`src/rtl/mem_port_arbiter_if.sv`:
```
// Core/memory bundle for the shared unified-memory port.
// Fetch, data and memory-side signals; slave = arbiter, master = core/memory.
interface mem_port_arbiter_if #(
    parameter int DATA_WIDTH = 32,
    parameter int ADDR_WIDTH = 32
);
    logic                  if_req;
    logic [ADDR_WIDTH-1:0] if_addr;
    logic [DATA_WIDTH-1:0] if_rdata;
    logic                  if_done;
    logic                  dm_req;
    logic                  dm_we;
    logic [ADDR_WIDTH-1:0] dm_addr;
    logic [DATA_WIDTH-1:0] dm_wdata;
    logic [DATA_WIDTH-1:0] dm_rdata;
    logic                  dm_done;
    logic                  mem_req;
    logic                  mem_we;
    logic [ADDR_WIDTH-1:0] mem_addr;
    logic [DATA_WIDTH-1:0] mem_wdata;
    logic                  mem_ready;
    logic [DATA_WIDTH-1:0] mem_rdata;
    logic                  stall_if;
    logic                  stall_mem;

    modport slave (
        input  if_req, if_addr, dm_req, dm_we, dm_addr, dm_wdata,
        input  mem_ready, mem_rdata,
        output if_rdata, if_done, dm_rdata, dm_done,
        output mem_req, mem_we, mem_addr, mem_wdata,
        output stall_if, stall_mem
    );

    modport master (
        output if_req, if_addr, dm_req, dm_we, dm_addr, dm_wdata,
        output mem_ready, mem_rdata,
        input  if_rdata, if_done, dm_rdata, dm_done,
        input  mem_req, mem_we, mem_addr, mem_wdata,
        input  stall_if, stall_mem
    );
endinterface

```
`src/rtl/mem_port_arbiter.sv`:
```
// Arbitrates IF and MEM stage accesses onto one single-port memory.
// Ports: clk, rst (sync, active-high), bus (mem_port_arbiter_if.slave).
// Macro ARB_STARVE_GUARD_EN: bound fetch starvation to STARVE_LIMIT data grants.
module mem_port_arbiter #(
    parameter int DATA_WIDTH   = 32,
    parameter int ADDR_WIDTH   = 32,
    parameter int STARVE_LIMIT = 4
) (
    input  logic               clk,
    input  logic               rst,
    mem_port_arbiter_if.slave  bus
);
    typedef enum logic [1:0] {IDLE, BUSY_IF, BUSY_DM, RESP} state_t;

    if (STARVE_LIMIT < 1 || STARVE_LIMIT > 15) begin : g_bad_limit
        $error("STARVE_LIMIT out of range 1..15");
    end

    state_t                state_q;
    logic                  mem_req_q;
    logic                  mem_we_q;
    logic [ADDR_WIDTH-1:0] mem_addr_q;
    logic [DATA_WIDTH-1:0] mem_wdata_q;
    logic [DATA_WIDTH-1:0] if_rdata_q;
    logic [DATA_WIDTH-1:0] dm_rdata_q;
    logic                  if_done_q;
    logic                  dm_done_q;
    logic                  starve_force;
    logic                  grant_dm;
    logic                  grant_if;

`ifdef ARB_STARVE_GUARD_EN
    logic [3:0] starve_q;
    logic [3:0] starve_d;

    // A fetch that has watched STARVE_LIMIT data grants takes the next slot.
    assign starve_force = bus.if_req && (starve_q == 4'(STARVE_LIMIT));

    always_comb begin
        starve_d = starve_q;
        if (state_q == IDLE) begin
            if (!bus.if_req || grant_if)
                starve_d = '0;
            else if (grant_dm)
                starve_d = starve_q + 4'd1;
        end
    end

    always_ff @(posedge clk) begin
        if (rst) starve_q <= '0;
        else     starve_q <= starve_d;
    end
`else
    assign starve_force = 1'b0;
`endif

    assign grant_dm = bus.dm_req && !starve_force;
    assign grant_if = bus.if_req && !grant_dm;

    always_ff @(posedge clk) begin
        if (rst) begin
            state_q     <= IDLE;
            mem_req_q   <= 1'b0;
            mem_we_q    <= 1'b0;
            mem_addr_q  <= '0;
            mem_wdata_q <= '0;
            if_rdata_q  <= '0;
            dm_rdata_q  <= '0;
            if_done_q   <= 1'b0;
            dm_done_q   <= 1'b0;
        end else begin
            if_done_q <= 1'b0;
            dm_done_q <= 1'b0;
            unique case (state_q)
                IDLE: begin
                    if (grant_dm) begin
                        mem_req_q   <= 1'b1;
                        mem_we_q    <= bus.dm_we;
                        mem_addr_q  <= bus.dm_addr;
                        mem_wdata_q <= bus.dm_wdata;
                        state_q     <= BUSY_DM;
                    end else if (grant_if) begin
                        mem_req_q   <= 1'b1;
                        mem_we_q    <= 1'b0;
                        mem_addr_q  <= bus.if_addr;
                        mem_wdata_q <= '0;
                        state_q     <= BUSY_IF;
                    end
                end
                BUSY_IF: begin
                    if (bus.mem_ready) begin
                        mem_req_q  <= 1'b0;
                        mem_we_q   <= 1'b0;
                        if_rdata_q <= bus.mem_rdata;
                        if_done_q  <= 1'b1;
                        state_q    <= RESP;
                    end
                end
                BUSY_DM: begin
                    if (bus.mem_ready) begin
                        mem_req_q <= 1'b0;
                        mem_we_q  <= 1'b0;
                        if (!mem_we_q)
                            dm_rdata_q <= bus.mem_rdata;
                        dm_done_q <= 1'b1;
                        state_q   <= RESP;
                    end
                end
                // Requester still holds req for the finished access here.
                RESP: state_q <= IDLE;
            endcase
        end
    end

    assign bus.mem_req   = mem_req_q;
    assign bus.mem_we    = mem_we_q;
    assign bus.mem_addr  = mem_addr_q;
    assign bus.mem_wdata = mem_wdata_q;
    assign bus.if_rdata  = if_rdata_q;
    assign bus.dm_rdata  = dm_rdata_q;
    assign bus.if_done   = if_done_q;
    assign bus.dm_done   = dm_done_q;
    assign bus.stall_if  = bus.if_req & ~if_done_q;
    assign bus.stall_mem = bus.dm_req & ~dm_done_q;
endmodule

```
`src/flat_wrapper.sv`:
```
// flat-port wrapper written by rule: the top's interface ports become plain ports
module mem_port_arbiter_flat 
#(
    parameter int DATA_WIDTH   = 32,
    parameter int ADDR_WIDTH   = 32,
    parameter int STARVE_LIMIT = 4
)
  (clk, rst, bus_if_req, bus_if_addr, bus_dm_req, bus_dm_we, bus_dm_addr, bus_dm_wdata, bus_mem_ready, bus_mem_rdata, bus_if_rdata, bus_if_done, bus_dm_rdata, bus_dm_done, bus_mem_req, bus_mem_we, bus_mem_addr, bus_mem_wdata, bus_stall_if, bus_stall_mem);
  mem_port_arbiter_if #(.DATA_WIDTH(DATA_WIDTH), .ADDR_WIDTH(ADDR_WIDTH)) bus_i ();
  input  logic clk;
  input  logic rst;
  input wire logic [$bits(bus_i.if_req)-1:0] bus_if_req;
  input wire logic [$bits(bus_i.if_addr)-1:0] bus_if_addr;
  input wire logic [$bits(bus_i.dm_req)-1:0] bus_dm_req;
  input wire logic [$bits(bus_i.dm_we)-1:0] bus_dm_we;
  input wire logic [$bits(bus_i.dm_addr)-1:0] bus_dm_addr;
  input wire logic [$bits(bus_i.dm_wdata)-1:0] bus_dm_wdata;
  input wire logic [$bits(bus_i.mem_ready)-1:0] bus_mem_ready;
  input wire logic [$bits(bus_i.mem_rdata)-1:0] bus_mem_rdata;
  output wire logic [$bits(bus_i.if_rdata)-1:0] bus_if_rdata;
  output wire logic [$bits(bus_i.if_done)-1:0] bus_if_done;
  output wire logic [$bits(bus_i.dm_rdata)-1:0] bus_dm_rdata;
  output wire logic [$bits(bus_i.dm_done)-1:0] bus_dm_done;
  output wire logic [$bits(bus_i.mem_req)-1:0] bus_mem_req;
  output wire logic [$bits(bus_i.mem_we)-1:0] bus_mem_we;
  output wire logic [$bits(bus_i.mem_addr)-1:0] bus_mem_addr;
  output wire logic [$bits(bus_i.mem_wdata)-1:0] bus_mem_wdata;
  output wire logic [$bits(bus_i.stall_if)-1:0] bus_stall_if;
  output wire logic [$bits(bus_i.stall_mem)-1:0] bus_stall_mem;
  assign bus_i.if_req = bus_if_req;
  assign bus_i.if_addr = bus_if_addr;
  assign bus_i.dm_req = bus_dm_req;
  assign bus_i.dm_we = bus_dm_we;
  assign bus_i.dm_addr = bus_dm_addr;
  assign bus_i.dm_wdata = bus_dm_wdata;
  assign bus_i.mem_ready = bus_mem_ready;
  assign bus_i.mem_rdata = bus_mem_rdata;
  assign bus_if_rdata = bus_i.if_rdata;
  assign bus_if_done = bus_i.if_done;
  assign bus_dm_rdata = bus_i.dm_rdata;
  assign bus_dm_done = bus_i.dm_done;
  assign bus_mem_req = bus_i.mem_req;
  assign bus_mem_we = bus_i.mem_we;
  assign bus_mem_addr = bus_i.mem_addr;
  assign bus_mem_wdata = bus_i.mem_wdata;
  assign bus_stall_if = bus_i.stall_if;
  assign bus_stall_mem = bus_i.stall_mem;
  mem_port_arbiter #(.DATA_WIDTH(DATA_WIDTH), .ADDR_WIDTH(ADDR_WIDTH), .STARVE_LIMIT(STARVE_LIMIT)) u_core (.clk(clk), .rst(rst), .bus(bus_i));
endmodule
```
`config.mk`:
```
export PLATFORM = sky130hd
export DESIGN_NAME = mem_port_arbiter_flat
export DESIGN_NICKNAME = d
export VERILOG_FILES = /design/src/rtl/mem_port_arbiter_if.sv /design/src/rtl/mem_port_arbiter.sv /design/src/flat_wrapper.sv
export SDC_FILE = /design/constraint.sdc
export NUM_CORES = 1
export LEC_CHECK = 0
export BUFFER_PORTS_ARGS = -buffer_cell sky130_fd_sc_hd__buf_2
export CELL_PAD_IN_SITES_DETAIL_PLACEMENT = 1
export CELL_PAD_IN_SITES_GLOBAL_PLACEMENT = 2
export CORE_UTILIZATION = 25
export CTS_BUF_LIST = sky130_fd_sc_hd__clkbuf_4 sky130_fd_sc_hd__clkbuf_8 sky130_fd_sc_hd__clkbuf_16
export CTS_CLUSTER_SIZE = 28
export DETAILED_ROUTE_END_ITERATION = 10
export GPL_TIMING_DRIVEN = 0
export PLACE_DENSITY_LB_ADDON = 0.1
export SYNTH_ARGS = -nofsm -noshare
export SYNTH_HDL_FRONTEND = slang
export SYNTH_SLANG_ARGS = --single-unit
```
`constraint.sdc`:
```
create_clock -name clk -period 2 [get_ports clk]
set_input_delay 0.3 -clock clk [delete_from_list [all_inputs] [get_ports clk]]
set_output_delay 0.3 -clock clk [all_outputs]
set_load 0.05 [all_outputs]
```
**Yosys cells after proc, flatten, opt, wreduce, memory -nomap -nowiden**

Cells that the tools add are included.

- Register bits after elaboration: 134
- Latch bits: 0
- Memory bits (writable): 0
- Memory bits (read-only): 0
- Input port bits: 134
- Output and inout port bits: 134
- Word-level logic and storage cells: 50
- Memories: 0

- Add/subtract/negate cells: 0
- Multipliers: 0
- Div/mod/pow operators: 0
- Order comparisons: 0
- Eq/ne operators: 5
- Shifts and indexed selects: 0
- Mux-type cells: 16
- Bitwise gates (word level): 7
- Reduce and logical (&&, ||, !) cells: 13

Operators by type and width:

| operator | count |
|---|---|
| $mux W32 | 4 |
| $mux W1 | 6 |
| $mux W2 | 3 |
| $pmux W2 S3 | 1 |
| $reduce_and A2 Y1 | 3 |
| $reduce_and A3 Y1 | 2 |
| $reduce_or A2 Y1 | 3 |
| $not A1 Y1 | 5 |
| $eq A2 B2 Y1 const B | 2 |
| $pmux W1 S2 | 2 |
| $reduce_bool A2 Y1 | 2 |
| $ne A3 B2 Y1 const B | 1 |
| $and A1 B1 Y1 | 2 |
| $eq A2 B1 Y1 const B | 1 |
| $logic_not A2 Y1 | 1 |
| $ne A2 B1 Y1 const B | 1 |
| $logic_and A1 B1 Y1 | 1 |
| $logic_not A1 Y1 | 1 |

**Longest topological paths before layout**

Gate-level depths: netlist of the first run.

- Depth in word-level cells: 5
- Depth in mapped cells: 7
- Gate-level depth less buffers: 5

**Worst setup path after synthesis of the first run**

OpenSTA, ideal clock, no wires.

- Path kind: input port to output port
- From: in bus_dm_req
- To: out bus_stall_mem
- Arrival time: 1.323 ns
- Required time: 1.700 ns
- Path slack: 0.377 ns
- Stages on the path: 3
- Buffers on the path: 2
- Cell sequence: buf_6 > buf_6 > nor2b_1

- Longest elaborated chain between the ends: 1

Ends and longest elaborated chain:

| item | line | source |
|---|---|---|
| start: declaration | flat_wrapper.sv:14 | `input wire logic [$bits(bus_i.dm_req)-1:0] bus_dm_req;` |
| $and A1 B1 Y1 | mem_port_arbiter.sv:124 | `assign bus.stall_mem = bus.dm_req & ~dm_done_q;` |
| end: declaration | flat_wrapper.sv:29 | `output wire logic [$bits(bus_i.stall_mem)-1:0] bus_stall_mem;` |

No other way between the ends.

**Worst setup path after layout of the first run**

- From: reg u_core.state_q[0]
- To: reg u_core.dm_rdata_q[29], in the netlist u_core.bus.dm_rdata[29]

- Longest elaborated chain between the ends: 2

Ends and longest elaborated chain:

| item | line | source |
|---|---|---|
| start: declaration | mem_port_arbiter.sv:19 | `state_t state_q;` |
| start signal: assignment | mem_port_arbiter.sv:62 | `state_q <= IDLE;` |
| start signal: assignment | mem_port_arbiter.sv:81 | `state_q <= BUSY_DM;` |
| start signal: assignment | mem_port_arbiter.sv:87 | `state_q <= BUSY_IF;` |
| $eq A2 B2 Y1 | mem_port_arbiter.sv:74 | `unique case (state_q)` |
| $reduce_and A3 Y1 (no line) | -- |  |
| end signal: assignment | mem_port_arbiter.sv:104 | `dm_rdata_q <= bus.mem_rdata;` |
| end: declaration | mem_port_arbiter.sv:25 | `logic [DATA_WIDTH-1:0] dm_rdata_q;` |

No other way between the ends.
A chain may end at the register's enable or synchronous reset.

==> results by group, run 1 <==
Floorplanning
  – Die area: 21310 sq um
  – Row count: 52
  – Core area: 20300 sq um
  – Die Height: 146.0 microns
  – Die extent in x: about 150 microns
  – Starting Density: 25.54%
  – I/O pin cnt: ~270

STA
  – Setup tns final: 0 ns
  – Tmin final: about 1.7 ns
  – Relative slew slack: 49.61%
  – RSZ-0062 raised after global routing: no
  – Max-slew violations: 0
  – Final Hold Violating Endpoints: 0
  – Worst-margin pin slew: 0.7559 ns
  – Final setup violation count: 0
  – Final worst setup slack: 0.2928 ns
  – Period utilization: 85.36%
  – Hold Slack: 0.1178 ns
  – Fmax: 585.8 MHz
  – Worst Skew: 0.008649 ns

Synthesis
  – Mapped Area: 5184 sq um
  – Synthesized-area fraction occupied by adder cells: less than 1%
  – Cell taking the most area after synthesis: dfxtp_1
  – Yosys warning total: 0
  – Syn avg cell area: between 9 and 10 sq um
  – Library cells used by synthesis: 29
  – Yosys top cell area share: between 50% and 60%
  – Post-synthesis mux area share: 6.179%
  – XOR/XNOR Fraction of Synth Area: 0%
  – Syn_nets: between 700 and 800
  – Cells after Synth: 570
  – Top cells by area, synth: dfxtp_1 52%, nand2_1 9.5%, a211oi_2 6.8%, a21oi_1 6.5%, mux2i_1 6.2%
  – #FFs+latches synth: 134
  – Synth Area in Compound Gates: 19.45%
  – Largest family of logic cells by synthesized area: compound AO/OA/AOI/OAI gates
  – Simple-Gate Fraction of Synth Area: 16.27%
  – Seq/Total Area, Yosys: 51.75%

Detailed routing
  – Pre-antenna DRT Iters: 5
  – Met2 wire len: roughly 8.4 mm
  – Post-DR wirelength/cell: 15.36 microns
  – Initial DRC Count: 125
  – DR top layer: met5
  – DRC Markers: 0
  – Antenna-violating nets left: 0
  – DR WL met3: approximately 1.2 mm
  – Via count: 5047
  – Final wirelength: 17.47 mm
  – DR vias/cell: 4.439
  – WL met1: 7.545 mm

Clocking
  – Clock Path Buffers: 2
  – CTS Buf Count: 17
  – Post-CTS Setup Repair Bufs: 0
  – Skew-Pair Late Insertion Delay: 0.42 ns
  – Cts repair resizes: 0
  – H-tree levels: 4
  – CTS sink cnt: 134
  – Post-CTS Hold Fix Bufs: 0
  – CTS Root Cell: clkbuf_16
  – TritonCTS clock tree: yes
  – Clock Pin Slew Worst Setup and Hold Paths: 0.06 ns

Placed design
  – Final HPWL DP: 13.66 mm
  – RD Place Congestion: 0.7589
  – IO Port Bufs: approximately 270
  – Setup WS pre-CTS: 0.2166 ns

Finish
  – Fin util: 36.93%
  – Diodes inserted: 0
  – Layout cells sized above 1: 40.83%
  – Net count, final: approximately 1000
  – Synth-to-layout area growth: 44.61%

Power and ir drop
  – Power, Total: 0.01165 W
  – Power per cell area: roughly 1600 nW/um^2
  – P_leak: 3.493 nW
  – Worst vdd ir: 607.6 uV

Global route
  – Initial antenna violation count: 3
  – Largest net degree at the start of global routing: 17
  – First-pass GRT wire length: 28.06 mm
  – Vias in the first global route: 5321
  – Tot GR Track Use: 16.90%
  – Grt ovf: 0

Critical path
  – Critical Path AT: 2.05 ns
  – Critical Path RT: 2.35 ns
  – CP max stage delay: roughly 0.42 ns
  – Critical Path Sink Type: register
  – Crit path max fanout: 10
  – Critical-path cell list: inv_1, ha_1, nand3b_1, clkbuf_1, nand2_1, a21oi_1
  – Worst setup SP type: register
  – Slowest library cell on the worst path: clkbuf_1
  – WS Path Type: register to register

Status
  – Status: finished clean

Job
  – MaxCap Viol Count: 0

Min path
  – Hold Crit Class: input pin to register
-- placed cells by master, fill, tap and decap left out, types with 2 or more instances in the layout --
cell type and n:
a211oi_1 4, a211oi_2 28, a21oi_1 67, a22oi_1 32, a311oi_1 3, and2_0 2
buf_1 2, buf_2 282, buf_4 7, buf_6 3, buf_8 2, bufinv_16 5
clkbuf_1 17, clkbuf_16 17, clkbuf_4 2, clkinv_2 2, clkinv_4 3, dfxtp_1 134
ha_1 4, inv_1 3, mux2i_1 32, nand2_1 131, nand2b_1 3, nor2_1 67
nor2b_1 4
-- layout make-up --
| class | count | area, sq um |
|---|---|---|
| tap | 270 | 337.8 |
| clock inverter | 12 | 202.7 |
| inverter | 3 | 11.26 |
| timing repair buffer | 266 | 1331 |
| clock buffer | 19 | 440.4 |
| multi-input combinational | 386 | 2222 |
| buffer | 47 | 267.8 |
| sequential | 134 | 2683 |
| fill | 2479 | 12800 |
-- Yosys cell counts --
master,number
mux2i_1,32
or3b_1,1
buf_1,2
a211oi_1,4
a211oi_2,28
a21oi_1,67
a22oi_1,32
buf_6,3
clkbuf_1,17
a31oi_1,1
inv_1,3
ha_1,4
buf_2,16
and3b_1,1
nor2b_1,4
buf_8,2
and2_0,2
o21a_1,1
nand2b_1,3
o31ai_1,1
nand2_1,131
nand4_1,1
o21ai_1,1
nand3b_1,1
dfxtp_1,134
nor3b_2,1
a311oi_1,3
nor2_1,67
buf_4,7
-- power by group --
group	total, W	leakage, nW	switching, W	internal (W)
combinational	0.00475	2.08	0.00346	0.00129
clock	0.00342	0.314	0.00119	0.00224
sequential	0.00348	1.10	0.000276	0.00320
total	0.0117	3.49	0.00493	0.00673
-- sequential cells by signal (all words and copies together) (netlist names) --
register              count
u_core.bus.dm_done        1
u_core.bus.dm_rdata      32
u_core.bus.if_done        1
u_core.bus.if_rdata      32
u_core.bus.mem_addr      32
u_core.bus.mem_req        1
u_core.bus.mem_wdata     32
u_core.bus.mem_we         1
u_core.state_q            2
-- critical path: cells and delay by family (launching register included) --
| family | cells | cell delay [ns] |
|---|---|---|
| DFF | 1 | 0.39 |
| adders and majority gates | 1 | 0.23 |
| and+or+nand+nor | 2 | 0.35 |
| buffers and inverters | 2 | 0.50 |
| AOI/OAI and AO/OA | 1 | 0.16 |
-- routing by layer --
| layer | global-route usage [%] | up-vias |
|---|---|---|
| met3 | 5.862 | 27 |
| met4 | 5.833 | 6 |
| met2 | 28.30 | 168 |
| met1 | 20.05 | 2335 |
| met5 | 0 | - |
| li1 | - | 2511 |
-- worst paths after layout --
| kind | start | to | slack [ns] | depth (start not counted) |
|---|---|---|---|---|
| setup / recovery | u_core.state_q[0] | u_core.bus.dm_rdata[29] | 0.29 | 6 |
| hold / removal | bus_dm_wdata[26] | u_core.bus.mem_wdata[26] | 0.12 | 3 |
| setup reg to reg | u_core.state_q[0] | u_core.bus.dm_rdata[29] | 0.29 | 6 |
| hold reg to reg | u_core.bus.dm_rdata[12] | u_core.bus.dm_rdata[12] | 0.45 | 2 |
-- through the flow --
step | cell area, sq um | instances
6_report | 7496 | 1137
5_1_grt | 7496 | 1137
4_1_cts | 7496 | 1137
3_5_place_dp | 6853 | 1106
3_3_place_gp | 6853 | 1106
2_1_floorplan | 5184 | 570
-- kinds of logic (layout without fill, tap and decap cells) --
family,count (synthesis),in the layout
simple gates,212,212
compound gates,138,138
flops,134,134
buf+inv,50,347
mux,32,32
fa+ha+maj,4,4
(Power assumes the default switching activity.)
==> inputs of run 2 (changes only) <==
clock period = 1.6 ns   (was 2 ns; I/O delays follow)
==> run 2 against run 1 <==
  * Total power rose by 26%
  * Sequential share of layout area down 0.22 points
  * Clock power is 25% higher
  * Critical endpoint is now u_core.bus.mem_wdata[5]
  * Global-route usage barely moved
  * Clock skew is 0.0025 ns higher
  * Sequential power grew 25%
  * Final area up 0.72%
==> results by group, run 2 (same netlist as run 1, synthesis figures left out) <==
Finish
  – Fin util: 37.19% (+0.27 points)
  – Net count, final: 993 (unchanged)
  – Synth-to-layout area growth: 45.64%
  – Layout cells sized above 1: 42.10% (+1.3 points)
  – Most frequent cells in the layout: 280 x buf_2, 132 x dfxtp_1, 131 x nand2_1
  – Commonest non-fill, non-tap cell in the layout: buf_2
  – Fin cells: 1137 (unchanged)
  – Design area: 7550 sq um (+0.72%)
  – Diodes inserted: 0 (unchanged)
  – Fillers: 2476 (-0.12%)

Min path
  – Worst hold path startpoint: bus_dm_wdata[26]
  – Hold Crit Class: input pin to register
  – Hold Path End: u_core.bus.mem_wdata[26]
  – Hold Crit Depth: 3 (unchanged)

Clocking
  – Skew-Pair Late Insertion Delay: 0.42 ns (about the same)
  – CTS Root Cell: clkbuf_16
  – Post-CTS Hold Fix Bufs: 0 (unchanged)
  – TritonCTS clock tree: yes
  – H-tree levels: 4 (unchanged)
  – CTS sink cnt: 134 (unchanged)
  – Clock Pin Slew Worst Setup and Hold Paths: 0.06 ns (about the same)
  – CTS Buf Count: 17 (unchanged)
  – Clock Path Buffers: 2 (unchanged)

Global route
  – Vias in the first global route: 5327 (+0.11%)
  – Tot GR Track Use: 16.89% (about the same)
  – Largest net degree at the start of global routing: 17 (unchanged)
  – Initial antenna violation count: 3 (unchanged)
  – First-pass GRT wire length: 28.06 mm (unchanged)
  – Grt ovf: 0 (unchanged)

Floorplanning
  – Row count: 52 (unchanged)
  – Die area: 21310 sq um (unchanged)
  – Die extent in x: 146.0 microns (unchanged)
  – Starting Density: 25.54% (unchanged)
  – I/O pin cnt: 268 (unchanged)
  – Die Height: 146.0 microns (unchanged)
  – Core area: 20300 sq um (unchanged)

Placed design
  – IO Port Bufs: 266 (unchanged)
  – Post-placement cell area: 6853 sq um (unchanged)
  – RD Place Congestion: 0.7589 (unchanged)
  – Placed cells: 1106 (unchanged)
  – Final HPWL DP: 13.66 mm (unchanged)

STA
  – Worst Skew: 0.01113 ns (+0.002482 ns)
  – Worst-margin pin slew: 0.7558 ns (-0.00007308 ns)
  – Fmax: 668.2 MHz (+14%)
  – Relative slew slack: 49.61% (about the same)
  – Max-slew violations: 0 (unchanged)
  – Final setup violation count: 0 (unchanged)
  – Hold Slack: 0.05919 ns (-0.05866 ns)
  – Tmin final: 1.497 ns (-0.2107 ns)
  – Final Hold Violating Endpoints: 0 (unchanged)
  – RSZ-0062 raised after global routing: yes
  – Period utilization: 93.53% (+8.2 points)

Power and ir drop
  – Power, Total: 0.01470 W (+26%)
  – Power per cell area: 1947 nW/um^2 (+25%)
  – Worst vdd ir: 760.8 uV (+25%)
  – P_leak: 3.515 nW (+0.62%)

Critical path
  – WS Path Type: register to register
  – Reg2reg start: u_core.state_q[0]
  – Worst setup SP type: register
  – Critical Path AT: 1.78 ns (-0.27 ns)
  – R2r setup slk: 0.10 ns (-0.19 ns)
  – Critical Path Sink Type: register
  – Crit path max fanout: 10 (unchanged)
  – R2r worst-path depth: 7 (+1)
  – Worst flop-to-flop path endpoint: u_core.bus.mem_wdata[5]
  – Critical Path RT: 1.88 ns (-0.47 ns)

Detailed routing
  – Post-DR wirelength/cell: 15.38 microns (+0.13%)
  – Initial DRC Count: 128 (+2.4%)
  – DRC Markers: 0 (unchanged)
  – Final wirelength: 17.49 mm (+0.13%)
  – Via count: 5041 (-0.12%)
  – Antenna-violating nets left: 0 (unchanged)
  – DR vias/cell: 4.434 (-0.12%)
  – Pre-antenna DRT Iters: 4 (-1)

Status
  – Status: finished clean

Job
  – MaxCap Viol Count: 0 (unchanged)
-- run 2: cell counts in the layout (fill, tap and decap cells not counted) --
No cell type changed its count.
-- run 2: routing by layer --
metal  track usage (%)  vias to the layer above  part of all wire (%)
met5                 0                        -                  0.21
met4             5.833                        6                   1.9
met3             5.862                       30                   6.8
met2             28.37                      166                    48
met1             19.97                     2331                    43
li1                  -                     2508                     -
-- run 2: worst max-delay path by stage --
stage / startpoint / endpoint / slack, ns / cells after the start
floorplan: bus_dm_req / bus_stall_mem / 0.1 / 3
global placement: u_core.state_q[0] / u_core.bus.dm_rdata[25] / -0.12 / 6
detailed placement: u_core.state_q[0] / u_core.bus.dm_rdata[29] / -0.18 / 6
finish: u_core.state_q[0] / u_core.bus.mem_wdata[5] / 0.10 / 7
global route: u_core.state_q[0] / u_core.bus.dm_rdata[15] / -0.02 / 6
CTS: u_core.state_q[0] / u_core.bus.dm_rdata[2] / 0.002 / 6
-- run 2: worst max-delay path: stages (launching register included) --
cell,delay (ns)
dfxtp_2,0.36
inv_1,0.09
ha_4,0.19
and2_0,0.14
buf_2,0.15
clkbuf_4,0.19
a22oi_1,0.17
nor2_1,0.07
-- run 2: report_power, final --
| group | switching (W) | leakage [nW] | internal [W] |
|---|---|---|---|
| Combinational | 0.00436 | 2.10 | 0.00171 |
| Clock | 0.00148 | 0.314 | 0.00280 |
| Sequential | 0.000346 | 1.10 | 0.00401 |
-- run 2: per-stage QoR --
step / TNS (ns) / worst slack, ns
after floorplan: 0 / 0.09713
after global placement: -2.378 / -0.1224
after detailed placement: -4.712 / -0.1834
after CTS: 0 / 0.001769
after global routing: -0.06925 / -0.02077
final: 0 / 0.1035
-- run 2: area by class of cell --
| class | count | area [sq um] | share of cell area [%] |
|---|---|---|---|
| tap | 270 | 337.8 | 4.475 |
| inverter | 3 | 11.26 | 0.1492 |
| clock inverter | 12 | 202.7 | 2.685 |
| timing repair buffer | 266 | 1331 | 17.63 |
| clock buffer | 19 | 440.4 | 5.834 |
| multi-input combinational | 386 | 2243 | 29.71 |
| buffer | 47 | 297.8 | 3.944 |
| sequential | 134 | 2685 | 35.57 |
-- run 2: timing repair --
action,CTS,global route
gates resized for setup,9,16
endpoints found under the hold margin,0,0
endpoints found under the setup margin,104,91
pin swaps,1,0
buffers inserted,0,0
